<file path="config.mk">
export PLATFORM = sky130hd
export DESIGN_NAME = cordic_vec_arbiter
export DESIGN_NICKNAME = d
export VERILOG_FILES = /design/src/rtl/cordic_arb_pkg.sv /design/src/rtl/rr_priority_pick.sv /design/src/rtl/cordic_vec_arbiter.sv
export SDC_FILE = /design/constraint.sdc
export NUM_CORES = 1
export LEC_CHECK = 0
export ABC_CLOCK_PERIOD_IN_PS = 3500
export CAP_MARGIN = 20
export CORE_AREA = 10 10 160 162
export CTS_CLUSTER_SIZE = 16
export DETAILED_ROUTE_END_ITERATION = 8
export DIE_AREA = 0 0 170 172
export GPL_TIMING_DRIVEN = 0
export PLACE_DENSITY = 0.77
export RECOVER_POWER = 100
export SLEW_MARGIN = 20
export SYNTH_ARGS = -nofsm -noshare
export SYNTH_HDL_FRONTEND = slang
export SYNTH_SLANG_ARGS = --single-unit
</file>
<file path="constraint.sdc">
create_clock -name clk -period 3.5 [get_ports clk]
set_input_delay 0.875 -clock clk [delete_from_list [all_inputs] [get_ports clk]]
set_output_delay 0.875 -clock clk [all_outputs]
set_load 0.03 [all_outputs]
</file>
<file path="src/rtl/cordic_arb_pkg.sv">
// cordic_arb_pkg
//   Shared definitions for the CORDIC vectoring-core arbiter: FSM state
//   encoding, abort reset-pulse length and the requester index width helper.
//   Optional feature macro: CORDIC_ARB_TIMEOUT_EN. ST_ABORT is only reached
//   when it is defined.
package cordic_arb_pkg;

    typedef enum logic [1:0] {
        ST_IDLE  = 2'd0,
        ST_BUSY  = 2'd1,
        ST_RESP  = 2'd2,
        ST_ABORT = 2'd3
    } arb_state_t;

    // Number of cycles the core is held in reset after a watchdog abort.
    localparam int ABORT_NRST_CYCLES = 2;

    // Width of a requester index. A single requester still needs one bit.
    function automatic int req_idx_w(input int n);
        return (n < 2) ? 1 : $clog2(n);
    endfunction

endpackage

</file>
<file path="src/rtl/rr_priority_pick.sv">
// rr_priority_pick
//   Combinational round-robin picker. Searches req upward from ptr,
//   wrapping at N, and returns the first set bit.
//   Ports:
//     req   in  N   request vector
//     ptr   in  IW  search start index (must be < N)
//     grant out N   one-hot grant, zero when no request
//     idx   out IW  index of the granted bit
//     any   out 1   at least one request present
module rr_priority_pick #(
    parameter int N  = 4,
    parameter int IW = 2
) (
    input  logic [N-1:0]  req,
    input  logic [IW-1:0] ptr,
    output logic [N-1:0]  grant,
    output logic [IW-1:0] idx,
    output logic          any
);

    always_comb begin
        int j;
        j     = 0;
        grant = '0;
        idx   = '0;
        any   = 1'b0;
        for (int off = 0; off < N; off++) begin
            if (!any) begin
                j = (int'(ptr) + off) % N;
                if (req[j]) begin
                    any      = 1'b1;
                    grant[j] = 1'b1;
                    idx      = IW'(j);
                end
            end
        end
    end

endmodule

</file>
<file path="src/rtl/cordic_vec_arbiter.sv">
// cordic_vec_arbiter
//   Time-shares one vectoring CORDIC core between NUM_REQ requesters with a
//   round-robin grant and one transaction in flight. Operands are latched on
//   the grant handshake, the core is enabled until it reports op_vld, and the
//   magnitude/angle are returned with a one-cycle strobe to the granted
//   requester.
//   Optional feature macro: CORDIC_ARB_TIMEOUT_EN adds a watchdog that aborts
//   a stuck core after TIMEOUT_CYCLES busy cycles, pulses the core reset and
//   returns a zero result flagged with rsp_err.
//   Ports:
//     clk, reset                synchronous active-high reset
//     req_valid / req_ready     per-requester request, one-hot accept strobe
//     req_xin_flat/req_yin_flat packed operands, requester i at slice i
//     rsp_valid                 one-hot, one-cycle result strobe
//     rsp_xout, rsp_angle       shared result registers (hold until next capture)
//     rsp_err                   watchdog abort flag, qualified by rsp_valid
//     busy                      high outside IDLE
//     cordic_*                  drive/observe the shared core
module cordic_vec_arbiter
    import cordic_arb_pkg::*;
#(
    parameter int NUM_REQ        = 4,
    parameter int DATA_WIDTH     = 32,
    parameter int ANGLE_WIDTH    = 16,
    parameter int TIMEOUT_CYCLES = 64
) (
    input  logic                          clk,
    input  logic                          reset,
    input  logic [NUM_REQ-1:0]            req_valid,
    output logic [NUM_REQ-1:0]            req_ready,
    input  logic [NUM_REQ*DATA_WIDTH-1:0] req_xin_flat,
    input  logic [NUM_REQ*DATA_WIDTH-1:0] req_yin_flat,
    output logic [NUM_REQ-1:0]            rsp_valid,
    output logic [DATA_WIDTH-1:0]         rsp_xout,
    output logic [ANGLE_WIDTH-1:0]        rsp_angle,
    output logic                          rsp_err,
    output logic                          busy,
    output logic [DATA_WIDTH-1:0]         cordic_xin,
    output logic [DATA_WIDTH-1:0]         cordic_yin,
    output logic                          cordic_en,
    output logic                          cordic_nrst,
    input  logic [DATA_WIDTH-1:0]         cordic_xout,
    input  logic [ANGLE_WIDTH-1:0]        cordic_angle_out,
    input  logic                          cordic_op_vld
);

    localparam int IW = req_idx_w(NUM_REQ);

    if (NUM_REQ < 2 || NUM_REQ > 8) begin : g_bad_num_req
        $error("cordic_vec_arbiter: NUM_REQ must be 2..8");
    end
    if (TIMEOUT_CYCLES < 1) begin : g_bad_timeout
        $error("cordic_vec_arbiter: TIMEOUT_CYCLES must be >= 1");
    end

    arb_state_t             state, state_nx;
    logic [IW-1:0]          rr_ptr;
    logic [IW-1:0]          g_idx;
    logic [DATA_WIDTH-1:0]  x_lat, y_lat;
    logic [DATA_WIDTH-1:0]  xin_arr [NUM_REQ];
    logic [DATA_WIDTH-1:0]  yin_arr [NUM_REQ];
    logic [NUM_REQ-1:0]     pick_grant;
    logic [IW-1:0]          pick_idx;
    logic                   pick_any;

    always_comb begin
        for (int i = 0; i < NUM_REQ; i++) begin
            xin_arr[i] = req_xin_flat[i*DATA_WIDTH +: DATA_WIDTH];
            yin_arr[i] = req_yin_flat[i*DATA_WIDTH +: DATA_WIDTH];
        end
    end

    rr_priority_pick #(
        .N  (NUM_REQ),
        .IW (IW)
    ) u_pick (
        .req   (req_valid),
        .ptr   (rr_ptr),
        .grant (pick_grant),
        .idx   (pick_idx),
        .any   (pick_any)
    );

    // The core sees the latched operands directly; they only change on a
    // handshake, so they are stable for the whole BUSY window.
    assign cordic_xin = x_lat;
    assign cordic_yin = y_lat;

`ifdef CORDIC_ARB_TIMEOUT_EN
    localparam int TW = $clog2(TIMEOUT_CYCLES + 1);

    logic [TW-1:0] to_cnt;
    logic [1:0]    ab_cnt;
    logic          to_hit;
    logic          ab_done;

    // to_cnt counts completed BUSY cycles, so it reads TIMEOUT_CYCLES-1 in
    // the last permitted BUSY cycle.
    assign to_hit  = (to_cnt == TW'(TIMEOUT_CYCLES - 1));
    assign ab_done = (ab_cnt == 2'(ABORT_NRST_CYCLES - 1));

    always_ff @(posedge clk) begin
        if (reset) begin
            to_cnt <= '0;
            ab_cnt <= '0;
        end else begin
            to_cnt <= (state == ST_BUSY)  ? TW'(to_cnt + 1'b1) : '0;
            ab_cnt <= (state == ST_ABORT) ? 2'(ab_cnt + 1'b1)  : '0;
        end
    end
`else
    assign rsp_err = 1'b0;
`endif

    always_comb begin
        state_nx    = state;
        req_ready   = '0;
        rsp_valid   = '0;
        cordic_en   = 1'b0;
        busy        = (state != ST_IDLE);
        cordic_nrst = ~reset;
        case (state)
            ST_IDLE: begin
                // Grant is combinational; a raised req_valid is accepted in
                // the same cycle it is seen.
                if (!reset) req_ready = pick_grant;
                if (pick_any) state_nx = ST_BUSY;
            end
            ST_BUSY: begin
                cordic_en = 1'b1;
                if (cordic_op_vld) state_nx = ST_RESP;
`ifdef CORDIC_ARB_TIMEOUT_EN
                else if (to_hit) state_nx = ST_ABORT;
`endif
            end
            ST_RESP: begin
                rsp_valid[g_idx] = 1'b1;
                state_nx         = ST_IDLE;
            end
`ifdef CORDIC_ARB_TIMEOUT_EN
            ST_ABORT: begin
                cordic_nrst = 1'b0;
                if (ab_done) state_nx = ST_RESP;
            end
`endif
            default: state_nx = ST_IDLE;
        endcase
    end

    always_ff @(posedge clk) begin
        if (reset) begin
            state     <= ST_IDLE;
            rr_ptr    <= '0;
            g_idx     <= '0;
            x_lat     <= '0;
            y_lat     <= '0;
            rsp_xout  <= '0;
            rsp_angle <= '0;
`ifdef CORDIC_ARB_TIMEOUT_EN
            rsp_err   <= 1'b0;
`endif
        end else begin
            state <= state_nx;
            case (state)
                ST_IDLE: begin
                    if (pick_any) begin
                        g_idx <= pick_idx;
                        x_lat <= xin_arr[pick_idx];
                        y_lat <= yin_arr[pick_idx];
                    end
                end
                ST_BUSY: begin
                    // op_vld on the watchdog limit cycle still wins.
                    if (cordic_op_vld) begin
                        rsp_xout  <= cordic_xout;
                        rsp_angle <= cordic_angle_out;
`ifdef CORDIC_ARB_TIMEOUT_EN
                        rsp_err   <= 1'b0;
`endif
                    end
`ifdef CORDIC_ARB_TIMEOUT_EN
                    else if (to_hit) begin
                        rsp_xout  <= '0;
                        rsp_angle <= '0;
                        rsp_err   <= 1'b1;
                    end
`endif
                end
                ST_RESP: begin
                    rr_ptr <= (g_idx == IW'(NUM_REQ - 1)) ? '0 : IW'(g_idx + 1'b1);
                end
                default: ;
            endcase
        end
    end

endmodule

</file>
==> summary.txt <==
Clock network
  – Hold_buf cts: 0
  – Worst-path clk slew: 0.06 ns
  – Clk sink count: 118
  – H-tree levels: 4
  – CTS tree: done
  – Worst-Skew Late Latency: 0.42 ns
  – Root Buffer: clkbuf_16
  – CTS buffer count: 17
  – Bufs on Longest Clock Path: 2

Critical path
  – CP required: 2.62 ns
  – Kind of critical path: in -> out
  – CP max stage delay: 0.49 ns
  – Worst path cell trace: buf_2 -> buf_8 -> mux4_2 -> or2_4 -> nor3b_4 -> a221oi_2 -> nor2_2 -> buf_6
  – CP max-delay cell: mux4_2
  – R2R Setup Slk: 0.28 ns
  – Crit path DAT: 2.58 ns
  – Startpoint types: input pin
  – WP buf/inv: 3
  – CP Capture Type: primary output
  – Top delay family on crit path: simple AND/OR/NAND/NOR gates
  – Worst Path Max Fanout: 4

Detailed routing
  – # DRC: 0
  – Via count: 7017
  – First DRT Iteration DRCs: 453
  – Via density: 4.866
  – Detailed Routing Iterations Pass 1: 5
  – Routed wire length: 31620 microns
  – DRT antenna net count: 0
  – Wire per inst: 21.93 microns

Synth
  – Post-Syn Instances: 677
  – Syn. warnings: 0
  – Mean area per synthesized cell: 9.215 sq um
  – Mapped cell area: 0.006238 sq mm
  – Sequential area share after synthesis: 37.87%
  – Synth cell types: 37
  – Area leader, netlist: dfxtp_1
  – Seq cells post-synth: 118
  – Synth top area cells: dfxtp_1 (38%), mux2i_1 (21%), nand2_1 (9.7%)
  – Net Count, Synth: 999
  – Synth top area share: 37.87%

Power and ir drop
  – Power Dens Cells: 441.7 mW/mm^2
  – PnR Total Power: 0.005187 W
  – P_leak: 5.096 nW
  – Max VDD drop: 274.9 uV

Timing
  – Fin Setup TNS: 0 ns
  – Clock Skews: 0.01539 ns
  – Max Slew Vio Count: 0
  – Fmax achieved: 289.8 MHz
  – Final Cycle Share: 98.59%
  – Worst Tran Pin Value: 0.9084 ns
  – Final Hold Fails: 0
  – Time the worst path needs with I/O delays and setup: 3.451 ns
  – Hold slack: 0.4502 ns
  – Final setup fails: 0
  – Worst rel slew slack: 39.44%

Placement
  – PortBufs: 432
  – Placed wire-length estimate: 25360 microns
  – Final GP Congestion: 0.9176

Outcome
  – Run status: complete, no violations

Finish
  – Final Core Density: 52.50%
  – Ant diodes: 0
  – Nets: 1466
  – Share of layout cells above drive strength 1: 11.24%
  – Area growth syn-to-layout: 88.23%
  – Fillers: 2058

GRT
  – First-pass GRT wire length: 44520 microns
  – Largest net degree at the start of global routing: 17
  – GRT Util Overall: 20.21%
  – Vias in the first global route: 7119
  – Grt ovf: 0
  – Antenna violations before repair: 1

Flow run
  – Max-cap viol count: 0

Floorplanning
  – Starting density of the core: 27.89%
  – Die X: 170 microns
  – Die extent in y: 172 microns
  – Ports: 435
  – Die area: 0.02924 sq mm
  – Core Box Area: 0.02237 sq mm
  – Num rows: 55

Hold path
  – Worst Hold Class: reg -> reg
## per-stage QoR
| step | setup slack (ns) | std cells | area (sq um) |
|---|---|---|---|
| 4_1_cts | 0.004591 | 1438 | 11690 |
| 6_report | 0.04939 | 1442 | 11740 |
| 3_5_place_dp | -1.017 | 1394 | 10940 |
| 3_3_place_gp | -0.9461 | 1394 | 10930 |
| 2_1_floorplan | 0.04219 | 677 | 6254 |
| 5_1_grt | -0.02060 | 1442 | 11740 |
## synth_stat cells
cell type / instances
or2_1: 1
o21a_4: 1
o21ai_1: 1
buf_1: 6
nor2_1: 19
o221ai_2: 20
and3_1: 1
ha_1: 11
nand2_1: 162
o21ai_0: 1
nand3b_1: 1
inv_1: 6
nand2b_1: 3
buf_2: 16
a221oi_1: 6
mux2_2: 2
or3_1: 1
or2_2: 1
a21o_1: 3
nor3b_1: 1
or2_4: 1
mux4_2: 4
o221ai_1: 43
dfxtp_1: 118
a22oi_1: 4
a211oi_1: 4
o311a_1: 1
mux2i_1: 132
and2_1: 6
conb_1: 1
clkbuf_1: 27
nor2b_1: 3
o32ai_2: 1
buf_4: 2
buf_6: 9
a21oi_1: 57
o22ai_1: 1
## power by group
group | internal [W] | total [W] | switching [W]
clock | 0.00115 | 0.00184 | 0.000695
sequential | 0.00150 | 0.00158 | 0.0000784
combinational | 0.000834 | 0.00177 | 0.000932
## layout by cell type, fill, tap and decap left out, types with 5 or more instances in the layout
cell and n:
o221ai_2 20, o221ai_1 43, clkdlybuf4s50_1 311, clkbuf_1 27, ha_1 10, nand2_1 162, nor2_1 15, buf_6 12
dfxtp_1 116, buf_2 17, buf_4 22, a21oi_1 57, and2_1 5, dlygate4sd3_1 114, mux2i_1 132, clkbuf_16 17
## state kept, by name, indices dropped and copies added, names as in the netlist
register / count
rr_ptr: 2
state: 2
g_idx: 2
rsp_angle: 16
cordic_xin: 32
rsp_xout: 32
cordic_yin: 32
## worst reg2reg max path, cell delays in order (launching register included)
cell,delay (ns)
dfxtp_4,0.35
buf_6,0.11
clkinvlp_4,0.11
ha_4,0.28
clkbuf_4,0.20
mux2i_1,0.20
o21ai_1,0.11
a21oi_1,0.16
buf_2,0.30
buf_2,0.40
buf_2,0.40
mux2i_1,0.32
o221ai_1,0.15
## kinds of logic (layout without fill, tap and decap cells)
logic type / Yosys count / after routing / synth area share [%]
AND/OR/NAND/NOR: 200 / 200 / 12.88
AO/OA/AOI/OAI: 143 / 143 / 18.51
multiplexers: 138 / 138 / 22.98
flip-flops: 118 / 118 / 37.87
buffers and inverters: 66 / 546 / 5.495
adder cells (fa/ha/maj): 11 / 11 / 2.206
other: 1 / 1 / 0.06011
## layout make-up
cell class                 instances  area, sq um  share of cell area (%)
tap                              285        356.6                   3.037
clock inverter                    14        172.7                   1.470
inverter                           6        30.03                  0.2557
sequential                       118         2370                   20.18
clock buffer                      18        439.2                   3.740
buffer                            59        337.8                   2.877
multi-input combinational        493         3600                   30.66
timing repair buffer             449         4437                   37.78
## layer usage
metal | part of all wire [%] | global-route usage (%)
met2 | 52 | 35.52
met1 | 39 | 23.60
met5 | 0.041 | 0
met4 | 1.7 | 5.912
met3 | 6.9 | 5.358
## path summary, 6_finish.rpt
kind                             start                          to  cells after the start
max                       req_valid[3]                req_ready[2]                      8
min          rsp_xout[13]$_SDFFE_PP0P_   rsp_xout[13]$_SDFFE_PP0P_                      2
max reg2reg     rr_ptr[1]$_SDFFE_PP0P_  cordic_yin[3]$_SDFFE_PP0P_                     12
min reg2reg  rsp_xout[13]$_SDFFE_PP0P_   rsp_xout[13]$_SDFFE_PP0P_                      2
## what timing repair did
item	CTS	global route
pin swaps	4	6
endpoints found under the setup margin	35	15
gates resized for setup	55	14
buffers inserted	12	5
No activity file was read; power rests on OpenSTA's default activity.
